## src/rtl/xh_bitmap_overlay.sv

```systemverilog
// Overlays a 1-bpp bitmap row ROM onto a pass-through RGB stream at a per-frame-latched position.
// Optional macro XH_OVERLAY_BG_EN: zero bits inside the window are painted bg_color (opaque box).
module xh_bitmap_overlay #(
    parameter int ADDR_WIDTH = 10,
    parameter int DATA_WIDTH = 224,
    parameter int BMP_H      = 128,
    parameter int CW         = 12,
    parameter bit VS_POL     = 1'b1
) (
    input  logic                  clk,
    input  logic                  rst_n,
    input  logic                  vs_in,
    input  logic                  hs_in,
    input  logic                  de_in,
    input  logic [23:0]           rgb_in,
    input  logic                  ovl_en,
    input  logic [CW-1:0]         pos_x,
    input  logic [CW-1:0]         pos_y,
    input  logic [23:0]           fg_color,
    input  logic [23:0]           bg_color,
    output logic [ADDR_WIDTH-1:0] rom_addr,
    input  logic [DATA_WIDTH-1:0] rom_rd_data,
    output logic                  vs_out,
    output logic                  hs_out,
    output logic                  de_out,
    output logic [23:0]           rgb_out
);
    localparam int IW = $clog2(DATA_WIDTH);
    localparam logic [CW:0] DX_LIM = (CW+1)'(DATA_WIDTH);
    localparam logic [CW:0] DY_LIM = (CW+1)'(BMP_H);

    logic                  vs_act;
    logic                  vs_act_prev_reg;
    logic                  de_prev_reg;
    logic                  frame_start;
    logic [CW-1:0]         x_cnt_reg;
    logic [CW-1:0]         y_cnt_reg;
    logic [CW-1:0]         pos_x_reg;
    logic [CW-1:0]         pos_y_reg;
    logic                  ovl_en_reg;
    logic [CW:0]           dx;
    logic [CW:0]           dy;
    logic                  hit;

    logic                  hit0_reg, hit1_reg;
    logic [IW-1:0]         idx0_reg, idx1_reg;
    logic [23:0]           rgb0_reg, rgb1_reg;
    logic [2:0]            sync0_reg, sync1_reg;   // {vs, hs, de}
    logic [DATA_WIDTH-1:0] row_rev;
    logic                  pix_bit;
    logic [23:0]           rgb_next;

    assign vs_act      = VS_POL ? vs_in : ~vs_in;
    assign frame_start = vs_act & ~vs_act_prev_reg;

    // One extra bit keeps "left of / above the window" negative rather than aliased in range.
    assign dx  = {1'b0, x_cnt_reg} - {1'b0, pos_x_reg};
    assign dy  = {1'b0, y_cnt_reg} - {1'b0, pos_y_reg};
    assign hit = ovl_en_reg & de_in & (dx < DX_LIM) & (dy < DY_LIM);

    always_ff @(posedge clk or negedge rst_n) begin
        if (!rst_n) begin
            vs_act_prev_reg <= 1'b0;
            de_prev_reg     <= 1'b0;
            x_cnt_reg       <= '0;
            y_cnt_reg       <= '0;
            pos_x_reg       <= '0;
            pos_y_reg       <= '0;
            ovl_en_reg      <= 1'b0;
        end else begin
            vs_act_prev_reg <= vs_act;
            de_prev_reg     <= de_in;
            if (!de_in)
                x_cnt_reg <= '0;
            else if (x_cnt_reg != '1)
                x_cnt_reg <= x_cnt_reg + 1'b1;
            if (frame_start) begin
                y_cnt_reg  <= '0;
                pos_x_reg  <= pos_x;
                pos_y_reg  <= pos_y;
                ovl_en_reg <= ovl_en;
            end else if (de_prev_reg && !de_in && y_cnt_reg != '1) begin
                y_cnt_reg <= y_cnt_reg + 1'b1;
            end
        end
    end

    always_ff @(posedge clk or negedge rst_n) begin
        if (!rst_n) begin
            rom_addr  <= '0;
            hit0_reg  <= 1'b0;
            idx0_reg  <= '0;
            rgb0_reg  <= '0;
            sync0_reg <= '0;
            hit1_reg  <= 1'b0;
            idx1_reg  <= '0;
            rgb1_reg  <= '0;
            sync1_reg <= '0;
            vs_out    <= 1'b0;
            hs_out    <= 1'b0;
            de_out    <= 1'b0;
            rgb_out   <= '0;
        end else begin
            if (hit)
                rom_addr <= dy[ADDR_WIDTH-1:0];
            hit0_reg  <= hit;
            idx0_reg  <= dx[IW-1:0];
            rgb0_reg  <= rgb_in;
            sync0_reg <= {vs_in, hs_in, de_in};
            hit1_reg  <= hit0_reg;
            idx1_reg  <= idx0_reg;
            rgb1_reg  <= rgb0_reg;
            sync1_reg <= sync0_reg;
            vs_out    <= sync1_reg[2];
            hs_out    <= sync1_reg[1];
            de_out    <= sync1_reg[0];
            rgb_out   <= rgb_next;
        end
    end

    // Leftmost pixel lives in the MSB; reversing lets the column offset index directly.
    for (genvar gi = 0; gi < DATA_WIDTH; gi++) begin : g_rev
        assign row_rev[gi] = rom_rd_data[DATA_WIDTH-1-gi];
    end
    assign pix_bit = row_rev[idx1_reg];

`ifdef XH_OVERLAY_BG_EN
    always_comb begin
        rgb_next = rgb1_reg;
        if (hit1_reg)
            rgb_next = pix_bit ? fg_color : bg_color;
        if (!sync1_reg[0])
            rgb_next = '0;
    end
`else
    logic unused_bg;
    assign unused_bg = ^bg_color;

    always_comb begin
        rgb_next = rgb1_reg;
        if (hit1_reg && pix_bit)
            rgb_next = fg_color;
        if (!sync1_reg[0])
            rgb_next = '0;
    end
`endif

endmodule
```

## config.mk

```make
export PLATFORM = sky130hd
export DESIGN_NAME = xh_bitmap_overlay
export DESIGN_NICKNAME = d
export VERILOG_FILES = /design/src/rtl/xh_bitmap_overlay.sv
export SDC_FILE = /design/constraint.sdc
export NUM_CORES = 1
export LEC_CHECK = 0
export ABC_AREA = 1
export CAP_MARGIN = 20
export CORE_AREA = 2 2 148 150
export CTS_BUF_LIST = sky130_fd_sc_hd__clkbuf_8
export CTS_CLUSTER_DIAMETER = 120
export DETAILED_ROUTE_END_ITERATION = 16
export DIE_AREA = 0 0 150 152
export HOLD_SLACK_MARGIN = 0.12
export PLACE_DENSITY = 0.81
export REMOVE_ABC_BUFFERS = 1
export SKIP_LAST_GASP = 1
export SYNTH_ARGS = -nofsm -noshare
export SYNTH_HDL_FRONTEND = slang
export SYNTH_SLANG_ARGS = --single-unit
```

## constraint.sdc

```tcl
create_clock -name clk -period 4 [get_ports clk]
set_input_delay 0.4 -clock clk [delete_from_list [all_inputs] [get_ports clk]]
set_output_delay 0.4 -clock clk [all_outputs]
set_load 0.005 [all_outputs]
```

==> results of run 1 <==
## through the flow
| stage | setup TNS [ns] | hold slack [ns] | std cells |
|---|---|---|---|
| after global placement | 0 | 0.331 | 1874 |
| after floorplan | -19.61 | 0.104 | 1243 |
| final | 0 | 0.347 | 1911 |
| after global routing | 0 | 0.342 | 1910 |
| after CTS | 0 | 0.334 | 1907 |
| after detailed placement | 0 | 0.335 | 1874 |
## Yosys cell counts (all sizes together)
cell type	n	area, um^2
o21bai	4	30.0
o221a	2	22.5
nor3	10	50.1
nor2	85	322
a21o	3	22.5
inv	163	612
nand2	431	1620
a31oi	3	18.8
xor2	11	96.3
o21ai	50	250
o22ai	4	25.0
o31ai	1	7.51
nor4	1	6.26
dfrtp	158	3950
nand3	201	1030
a21boi	1	7.51
ha	26	325
nand3b	1	7.51
xnor2	5	43.8
nor3b	1	7.51
buf	44	295
a221oi	2	17.5
fa	2	40.0
a22o	1	8.76
or2	2	12.5
a21oi	34	170
o21a	3	22.5
nand4	35	219
clkbuf	19	71.3
o211a	1	10.0
a211oi	2	15.0
## kinds of logic after synthesis
kind of cell | after synthesis | synth area share
xor+xnor | 16 | 0.0150
simple gates | 767 | 0.350
fa+ha+maj | 28 | 0.0391
compound gates | 111 | 0.0673
buf+inv | 226 | 0.105
flops | 158 | 0.423
## worst min path at each step
stage	slack, ns	cells after the start	from	to
final	0.35	0	rgb0_reg[14]	rgb1_reg[14]
after floorplan	0.10	0	rst_n	de_out
after CTS	0.33	1	rgb_in[0]	rgb0_reg[0]
after global routing	0.34	1	rgb_in[3]	rgb0_reg[3]
after global placement	0.33	0	rgb0_reg[21]	rgb1_reg[21]
after detailed placement	0.33	0	rgb0_reg[14]	rgb1_reg[14]
## timing repair
action	4_1_cts	5_1_grt
setup buffers	0	0
hold buffers	1	0
hold endpoints to repair	103	0
## worst register-to-register path, stage by stage, from the launching register on
cell     delay (ns)
dfrtp_4        0.64
inv_2          0.35
buf_4          0.30
nand2_1        0.08
nand3_1        0.07
nand3_1        0.17
nand2_1        0.14
nand2_1        0.06
nand3_1        0.10
nand3_1        0.09
nand3_1        0.09
nand2_1        0.06
nand2_2        0.43
nand3_4        0.42
nand2_1        0.17
inv_1          0.05
nor2_1         0.16
## power by group
part / leakage, uW / total (uW) / switching [uW] / internal (uW)
registers: 0.00194 / 1850 / 124 / 1720
clock network: 0.000201 / 1190 / 655 / 534
logic: 0.00429 / 1920 / 1150 / 772
## metal layers
| layer | up-vias | track usage |
|---|---|---|
| li1 | 4795 | - |
| met1 | 4437 | 0.332 |
| met2 | 375 | 0.458 |
| met3 | 85 | 0.0715 |
| met4 | 0 | 0.106 |
| met5 | - | 0 |
## cell type report
type / instances / area (um^2)
clock inverters: 14 / 151
inverters: 163 / 612
clock buffers: 18 / 248
repair buffers: 352 / 3520
fillers: 1929 / 8090
diodes: 4 / 10.0
multi-input cells: 922 / 4410
flip-flops and latches: 158 / 3960
well taps: 280 / 350
## layout by cell type, fill, tap and decap left out, types with 2 or more instances in the layout
cell type,n
a211oi_1,2
a21o_1,3
a21oi_1,34
a221oi_1,2
a31oi_1,3
buf_12,2
buf_4,11
clkbuf_8,18
clkdlybuf4s50_1,337
clkinvlp_4,2
dfrtp_1,156
diode_2,4
fa_1,2
ha_1,26
inv_1,157
inv_2,7
inv_6,5
inv_8,3
nand2_1,430
nand3_1,198
nand3_2,2
nand4_1,35
nor2_1,83
nor2_2,2
nor3_1,10
o21a_1,3
o21ai_0,45
o21ai_1,5
o21bai_1,4
o221a_2,2
o22ai_1,4
xnor2_1,5
xor2_1,11
==> impl_results.md, run 1 <==
- Outcome: finished clean
- Total chip power: about 5000 uW
- R2R setup slack: 0.55 ns
- DIE AREA: 22800 um^2
- Crit-path slowest cell: dfrtp_4
- First-pass DRT Iterations: 5
- Slew headroom: 0.330
- Routed Antenna Nets: 0
- Final hold violations: 0
- CP Cell Sequence: inv_2 -> buf_4 -> nand2_1 -> nand3_1 -> nand3_1 -> nand2_1 -> nand2_1 -> nand3_1 -> nand3_1 -> nand3_1 -> nand2_1 -> nand2_2 -> nand3_4 -> nand2_1 -> inv_1 -> nor2_1
- Total GRT Usage: 0.272
- Grt total ovfl: 0
- M1 WL: 12.5 mm
- WS Path Type: reg -> reg
- Worst R2R Start: idx1_reg[0]
- Seq cells post-synth: 158
- Area grow syn2layout: 41.9%
- Minimum clock period: 3.45 ns
- Yosys warns: 0
- Placed Area: ~13000 um^2
- Vias in the first global route: between 9000 and 10000
- Setup ws final: 0.554 ns
- Worst hold path type: reg -> reg
- Power density cells: between 300 and 400 nW/um^2
- MaxCap Viol Count: 0
- IO Port Bufs: 338
- Syn Std Cell Area: 9340 um^2
- Worst vdd ir: about 0.23 mV
- P_leak: 0.00644 uW
- Share of cells above drive strength 1: 0.0387
- Initial antenna violation count: 3
- Die height: 152 um
- Reg-to-reg critical path endpoint: rgb_out[8]
- WP depth: 16
- CTS Buf Count: 17
- DR iter-0 viols: 643
- Sequential-to-total area share from yosys stat: 0.423
- Via-to-Cell Ratio: 5.07
- IO Pins: 363
- Clock Latency Late Sink: 0.46 ns
- CP max stage delay: approximately 0.64 ns
- Wirelength per Cell: between 15 and 20 um
- Worst-Margin Slew: 1.01 ns
- Crit. Startpoint: idx1_reg[0]
- Design Area, Final: 13300 um^2
- Layout Skew: 0.0154 ns
- Nets: roughly 2000
- Place WS: around 0.56 ns
- Largest net degree at the start of global routing: around 110
- Worst endpoint required time: 4.38 ns
- Drc violations: 0
- Hpwl dp: 24.0 mm
- Startpoint Class: flop
- Initial Utilization: 0.437
- Setup-failing EPs final: 0
- Synth Instances: about 1300
- Row cnt: 54
- Die W: ~150 um
- Post-synthesis cell type count: 41
- Avg Cell Area, Syn: 7.15 um^2
- TritonCTS clock tree: done
- Routability cong.: 0.993
- Family with the most delay on the worst path: simple AND/OR/NAND/NOR gates
- First-pass GRT wire length: roughly 49 mm
- Fin crit share: 0.862
- Unrepaired setup endpoints after global routing: no
- Via count: between 9000 and 10000
- Buf/Inv on CP: 3
- Crit path capture type: flop
- Capture point of the critical path: rgb_out[8]
- Worst-case reg-to-reg path depth: 16
- WL met2: ~15 mm
- CTS resizes: 0
- FMAX: 0.290 GHz
- Max-slew violation count: 0
- Clock Tree Root: clkbuf_8
- Worst-path clk slew: approximately 0.10 ns
- Fin util: 0.621
- Worst Path Arrival: 3.83 ns
- Critical Path Fanout Max: 34
- WL met3: 2.63 mm
- Highest Signal Layer: met4
- Clk buf depth: 2
- Core area: 21400 um^2
- H-tree depth: 4
- CTS sink cnt: between 150 and 200
- Post-Route WL: 31.2 mm
No activity file was read; power rests on OpenSTA's default activity.
==> inputs of run 2 (changes only) <==
--- a/config.mk
+++ b/config.mk
@@ -13,7 +13,7 @@
 export DETAILED_ROUTE_END_ITERATION = 16
 export DIE_AREA = 0 0 150 152
 export HOLD_SLACK_MARGIN = 0.12
-export PLACE_DENSITY = 0.81
+export PLACE_DENSITY = 0.77
 export REMOVE_ABC_BUFFERS = 1
 export SKIP_LAST_GASP = 1
 export SYNTH_ARGS = -nofsm -noshare
==> run 2 against run 1 <==
- routed wire length fell by 4.0%
- worst hold slack improved by 0.0038 ns
- fmax rose by 3.2%
- clock-buffer cell count did not move
- setup slack improved by 0.11 ns
- core utilization barely moved
- cell count fell by 0.37%
- die area did not move
- via count fell by 1.4%
- register-to-register slack improved by 0.11 ns
- non-clock buffer count fell by 5
- sequential cell count did not move
- critical path type unchanged
==> impl_results.md, run 2 (synthesis results as in run 1) <==
- Post-Route WL: 30.0 mm (was 31.2 mm)
- Vias in the first global route: 9265 (was 9611)
- IO Pins: 363 (unchanged)
- Worst endpoint required time: 4.38 ns (about the same)
- Unrepaired setup endpoints after global routing: no (unchanged)
- Fin util: 0.621 (about the same)
- WHS: 0.351 ns (was 0.347 ns)
- First-pass DRT Iterations: 5 (unchanged)
- Clock Latency Late Sink: 0.45 ns (was 0.46 ns)
- Clk buf depth: 2 (unchanged)
- Design Area, Final: 13300 um^2 (about the same)
- MaxCap Viol Count: 0 (unchanged)
- Worst-path clk slew: 0.09 ns (was 0.10 ns)
- FMAX: 0.299 GHz (was 0.290 GHz)
- Initial Utilization: 0.437 (unchanged)
- CP Cell Sequence: inv_2 -> buf_12 -> nand2_1 -> nand3_1 -> nand3_1 -> nand2_1 -> nand2_1 -> nand3_1 -> nand3_1 -> nand2_1 -> nand2_1 -> nand3_2 -> nand3_4 -> nand2_1 -> inv_2 -> nor2_1 (was inv_2 -> buf_4 -> nand2_1 -> nand3_1 -> nand3_1 -> nand2_1 -> nand2_1 -> nand3_1 -> nand3_1 -> nand3_1 -> nand2_1 -> nand2_2 -> nand3_4 -> nand2_1 -> inv_1 -> nor2_1)
- Via-to-Cell Ratio: 5.02 (was 5.07)
- DR iter-0 viols: 523 (was 643)
- CTS Buf Count: 17 (unchanged)
- Layout Skew: 0.0168 ns (was 0.0154 ns)
- Share of cells above drive strength 1: 0.0364 (was 0.0387)
- WS Path Type: reg -> reg (unchanged)
- Clock Tree Root: clkbuf_8 (unchanged)
- Startpoint Class: flop (unchanged)
- Via count: 9554 (was 9692)
- Total chip power: 4970 uW (was 4950 uW)
- P_leak: 0.00643 uW (was 0.00644 uW)
- Die W: 150 um (unchanged)
- Max-slew violation count: 0 (unchanged)
- Wirelength per Cell: 15.7 um (was 16.3 um)
- Minimum clock period: 3.34 ns (was 3.45 ns)
- DIE AREA: 22800 um^2 (unchanged)
- Worst Path Arrival: 3.72 ns (was 3.83 ns)
- Placed Area: 12800 um^2 (about the same)
- Nets: 1963 (was 1968)
- Commonest non-fill, non-tap cell in the layout: nand2_1 (unchanged)
- Critical Path Fanout Max: 110 (was 34)
- Crit path capture type: flop (unchanged)
- Slew headroom: 0.348 (was 0.330)
- Initial antenna violation count: 1 (was 3)
- Die height: 152 um (unchanged)
- CTS resizes: 0 (unchanged)
- CTS sink cnt: 158 (unchanged)
- Largest net degree at the start of global routing: 111 (was 105)
- Drc violations: 0 (unchanged)
- Hold Buf Count CTS: 1 (unchanged)
- Total GRT Usage: 0.262 (was 0.272)
- Worst-Margin Slew: 0.979 ns (was 1.01 ns)
- Worst hold path type: reg -> reg (unchanged)
- Setup-failing EPs final: 0 (unchanged)
- Hpwl dp: 22.5 mm (was 24.0 mm)
- Worst vdd ir: 0.265 mV (was 0.231 mV)
- Crit path top cell by count: nand2_1
- Total negative slack: 0 ns (unchanged)
- IO Port Bufs: 338 (unchanged)
- Post-CTS Setup Inserts: 0 (unchanged)
- Power density cells: 375 nW/um^2 (was 374 nW/um^2)
- Family with the most delay on the worst path: simple AND/OR/NAND/NOR gates (unchanged)
- TritonCTS clock tree: done (unchanged)
- First-pass GRT wire length: 47.3 mm (was 48.5 mm)
- Routed Antenna Nets: 0 (unchanged)
- Area grow syn2layout: 42.0% (was 41.9%)
- Buf/Inv on CP: 3 (unchanged)
- CP max stage delay: 0.66 ns (was 0.64 ns)
- H-tree depth: 4 (unchanged)
- Grt total ovfl: 0 (unchanged)
- Core area: 21400 um^2 (unchanged)
- Commonest non-fill, non-tap cells in the layout: nand2_1 (430), clkdlybuf4s50_1 (337), nand3_1 (198) (unchanged)
- Crit-path slowest cell: dfrtp_4 (unchanged)
- Routability cong.: 0.919 (was 0.993)
- Outcome: finished clean (unchanged)
- Final hold violations: 0 (unchanged)
- Fin crit share: 0.835 (was 0.862)
- Row cnt: 54 (unchanged)
[run 2: metrics by stage]
step           cells  worst slack [ns]
2_1_floorplan   1243            -0.830
3_3_place_gp    1869             0.763
3_5_place_dp    1869             0.701
4_1_cts         1902             0.647
5_1_grt         1903             0.356
6_report        1904             0.660
[run 2: worst paths after layout]
check	to	cells after the start	slack (ns)	startpoint
worst min register to register	rgb1_reg[22]	0	0.35	rgb0_reg[22]
min in group asynchronous	sync0_reg[1]	2	0.63	rst_n
worst max register to register	rgb_out[14]	16	0.66	idx1_reg[0]
worst min-delay path	rgb1_reg[22]	0	0.35	rgb0_reg[22]
max in group asynchronous	idx1_reg[0]	3	2.38	rst_n
worst max-delay path	rgb_out[14]	16	0.66	idx1_reg[0]
[run 2: worst register-to-register path, cell delays in order, from the launching register on]
cell	delay [ns]
dfrtp_4	0.66
inv_2	0.15
buf_12	0.39
nand2_1	0.10
nand3_1	0.14
nand3_1	0.11
nand2_1	0.17
nand2_1	0.07
nand3_1	0.09
nand3_1	0.06
nand2_1	0.08
nand2_1	0.06
nand3_2	0.43
nand3_4	0.40
nand2_1	0.20
inv_2	0.04
nor2_1	0.13
[run 2: layout make-up]
type / instances / area, um^2
clock buffer: 18 / 248
sequential: 158 / 3960
fill: 1944 / 8090
timing repair buffer: 347 / 3490
antenna: 2 / 5.00
multi-input combinational: 922 / 4410
clock inverter: 14 / 180
inverter: 163 / 612
tap: 280 / 350
[run 2: where the power goes]
part | internal [uW] | switching, uW
Sequential | 1720 | 99.5
Clock | 595 | 640
Combinational | 770 | 1140
[run 2: metal layers]
metal / share of wire / wire, um / global-route usage / vias up
met1: 0.40 / 11900 / 0.315 / 4388
met4: 0.027 / 804 / 0.0845 / 0
met5: 0 / 0 / 0 / -
met3: 0.078 / 2330 / 0.0646 / 53
met2: 0.50 / 14900 / 0.459 / 335
li1: - / - / - / 4778
==> inputs of run 3 (changes only) <==
--- a/config.mk
+++ b/config.mk
@@ -7,13 +7,13 @@
 export LEC_CHECK = 0
 export ABC_AREA = 1
 export CAP_MARGIN = 20
-export CORE_AREA = 2 2 148 150
+export CORE_AREA = 2 2 154 156
 export CTS_BUF_LIST = sky130_fd_sc_hd__clkbuf_8
 export CTS_CLUSTER_DIAMETER = 120
 export DETAILED_ROUTE_END_ITERATION = 16
-export DIE_AREA = 0 0 150 152
+export DIE_AREA = 0 0 156 158
 export HOLD_SLACK_MARGIN = 0.12
-export PLACE_DENSITY = 0.77
+export PLACE_DENSITY = 0.74
 export REMOVE_ABC_BUFFERS = 1
 export SKIP_LAST_GASP = 1
 export SYNTH_ARGS = -nofsm -noshare
==> constraint.sdc (replaced) <==
create_clock -name clk -period 3 [get_ports clk]
set_input_delay 0.3 -clock clk [delete_from_list [all_inputs] [get_ports clk]]
set_output_delay 0.3 -clock clk [all_outputs]
set_load 0.005 [all_outputs]
==> run 3 against run 2 <==
- register-to-register slack worse by 0.29 ns
- die area is 8.1% higher
- clock power is 40% higher
- cell count is 1.0% higher
- combinational power is 37% higher
- worst hold slack worse by 0.083 ns
- largest power group unchanged
==> impl_results.md, run 3 (synthesis results as in run 1) <==
- Outcome: finished clean (unchanged)
- Unrepaired setup endpoints after global routing: no (unchanged)
- Setup-failing EPs final: 0 (unchanged)
- M1 WL: 12.2 mm (was 11.9 mm)
- First-pass DRT Iterations: 7 (was 5)
- Largest net degree at the start of global routing: 115 (was 111)
- Critical Path Fanout Max: 110 (unchanged)
- Worst-path clk slew: 0.10 ns (was 0.09 ns)
- Fin crit share: 0.878 (was 0.835)
- First-pass GRT wire length: 46.1 mm (was 47.3 mm)
- Commonest non-fill, non-tap cells in the layout: nand2_1 (430), clkdlybuf4s50_1 (337), nand3_1 (198) (unchanged)
- TritonCTS clock tree: done (unchanged)
- Total negative slack: 0 ns (unchanged)
- Clock Tree Root: clkbuf_8 (unchanged)
- Max-slew violation count: 0 (unchanged)
- H-tree depth: 4 (unchanged)
- Reg-to-reg critical path endpoint: rgb_out[15] (was rgb_out[14])
- Minimum clock period: 2.63 ns (was 3.34 ns)
- Power density cells: 504 nW/um^2 (was 375 nW/um^2)
- Slew headroom: 0.381 (was 0.348)
- Hold endpoint: rgb0_reg[19] (was rgb1_reg[22])
- Fin util: 0.579 (was 0.621)
- WL met2: 14.5 mm (was 14.9 mm)
- Grt total ovfl: 0 (unchanged)
- Worst-Margin Slew: 0.929 ns (was 0.979 ns)
- Worst endpoint required time: 3.34 ns (was 4.38 ns)
- DIE AREA: 24600 um^2 (was 22800 um^2)
- FMAX: 0.380 GHz (was 0.299 GHz)
- Hold Buf Count CTS: 1 (unchanged)
- Share of cells above drive strength 1: 0.0417 (was 0.0364)
- Layout Skew: 0.0238 ns (was 0.0168 ns)
- P_leak: 0.00649 uW (was 0.00643 uW)
- CTS sink cnt: 158 (unchanged)
- WL met3: 2.09 mm (was 2.33 mm)
- Final hold violations: 0 (unchanged)
- Via count: 9490 (was 9554)
- Startpoint Class: flop (unchanged)
- Total GRT Usage: 0.238 (was 0.262)
- Row cnt: 56 (was 54)
- Wirelength per Cell: 15.5 um (was 15.7 um)
- Worst hold start: rgb_in[19] (was rgb0_reg[22])
- CTS Buf Count: 17 (unchanged)
- Worst-case reg-to-reg path depth: 16 (unchanged)
- Worst vdd ir: 0.273 mV (was 0.265 mV)
- Nets: 1972 (was 1963)
- FILL cells: 2123 (was 1944)
- Worst hold path type: in -> reg (was reg -> reg)
- DR iter-0 viols: 739 (was 523)
- Core area: 23100 um^2 (was 21400 um^2)
- Die W: 156 um (was 150 um)
- Highest Signal Layer: met4 (unchanged)
- Via-to-Cell Ratio: 4.93 (was 5.02)
- Hold depth: 1 (was 0)
- Routed Antenna Nets: 0 (unchanged)
- Initial antenna violation count: 2 (was 1)
- Post-CTS Setup Inserts: 0 (unchanged)
- Clock Latency Late Sink: 0.46 ns (was 0.45 ns)
- Clk buf depth: 2 (unchanged)
- Routability cong.: 0.901 (was 0.919)
- Initial Utilization: 0.405 (was 0.437)
- Hpwl dp: 22.9 mm (was 22.5 mm)
- Vias in the first global route: 9158 (was 9265)
- IO Port Bufs: 338 (unchanged)
- Drc violations: 0 (unchanged)
- Crit path capture type: flop (unchanged)
- Area grow syn2layout: 43.0% (was 42.0%)
- IO Pins: 363 (unchanged)
- Worst Path Arrival: 2.98 ns (was 3.72 ns)
- Commonest non-fill, non-tap cell in the layout: nand2_1 (unchanged)
- Worst R2R Start: idx1_reg[0] (unchanged)
- Die height: 158 um (was 152 um)
- MaxCap Viol Count: 0 (unchanged)
- CTS resizes: 0 (unchanged)
- R2R setup slack: 0.37 ns (was 0.66 ns)
- Post-Route WL: 29.8 mm (was 30.0 mm)
- WS Path Type: reg -> reg (unchanged)
## run 3: cell count changes in the layout (fill, tap and decap cells not counted), sizes merged
| cell | previous run | this run |
|---|---|---|
| clkinv | 7 | 6 |
| buf | 9 | 18 |
| bufinv | 2 | 3 |
| inv | 167 | 168 |
| clkinvlp | 1 | 0 |
## run 3: how the worst max path moves through the flow
stage / cells past startpoint / slack (ns) / start / endpoint
2_1_floorplan: 13 / -1.83 / idx1_reg[0] / rgb_out[13]
3_3_place_gp: 16 / 0.46 / idx1_reg[0] / rgb_out[5]
3_5_place_dp: 16 / 0.43 / idx1_reg[0] / rgb_out[18]
4_1_cts: 14 / 0.41 / x_cnt_reg[0] / rom_addr[4]
5_1_grt: 16 / 0.15 / idx1_reg[0] / rgb_out[7]
6_report: 16 / 0.37 / idx1_reg[0] / rgb_out[15]
## run 3: per-layer routing
layer / up-vias / track usage
li1: 4788 / -
met4: 0 / 0.0939
met2: 289 / 0.422
met5: - / 0
met1: 4347 / 0.279
met3: 66 / 0.0556
## run 3: worst max-delay path, cell delays in order, from the launching register on
cell	delay (ns)
dfrtp_4	0.50
inv_2	0.07
buf_12	0.31
nand2_1	0.09
nand3_1	0.09
nand3_1	0.18
nand2_1	0.13
nand2_1	0.05
nand3_1	0.08
nand3_1	0.07
nand2_1	0.06
nand2_1	0.06
nand3_2	0.09
buf_4	0.30
nand4_1	0.13
nand2_1	0.10
nor2_1	0.07
## run 3: final cells by class
class                           instances  area [um^2]  share of cell area
Antenna cell                            2         5.00            0.000375
Clock buffer                           18          248              0.0185
Clock inverter                         14          203              0.0152
Inverter                              163          612              0.0458
Multi-Input combinational cell        922         4410               0.330
Sequential cell                       158         3960               0.296
Tap cell                              290          363              0.0272
Timing Repair Buffer                  356         3560               0.266
## run 3: metrics by stage
step	area (um^2)	cells	setup WS (ns)	total power, uW	hold slack [ns]
floorplan	8970	1243	-1.83	3920	0.00441
CTS	13400	1921	0.407	6790	0.242
finish	13400	1923	0.366	6730	0.268
detailed placement	12900	1888	0.427	5050	0.335
global route	13400	1923	0.145	7210	0.236
global placement	12900	1888	0.462	5020	0.332
## run 3: report_power, final
part / switching [uW] / leakage, uW / internal (uW)
clock network: 850 / 0.000228 / 880
logic: 1560 / 0.00432 / 1050
registers: 87.9 / 0.00194 / 2300
total: 2500 / 0.00649 / 4230
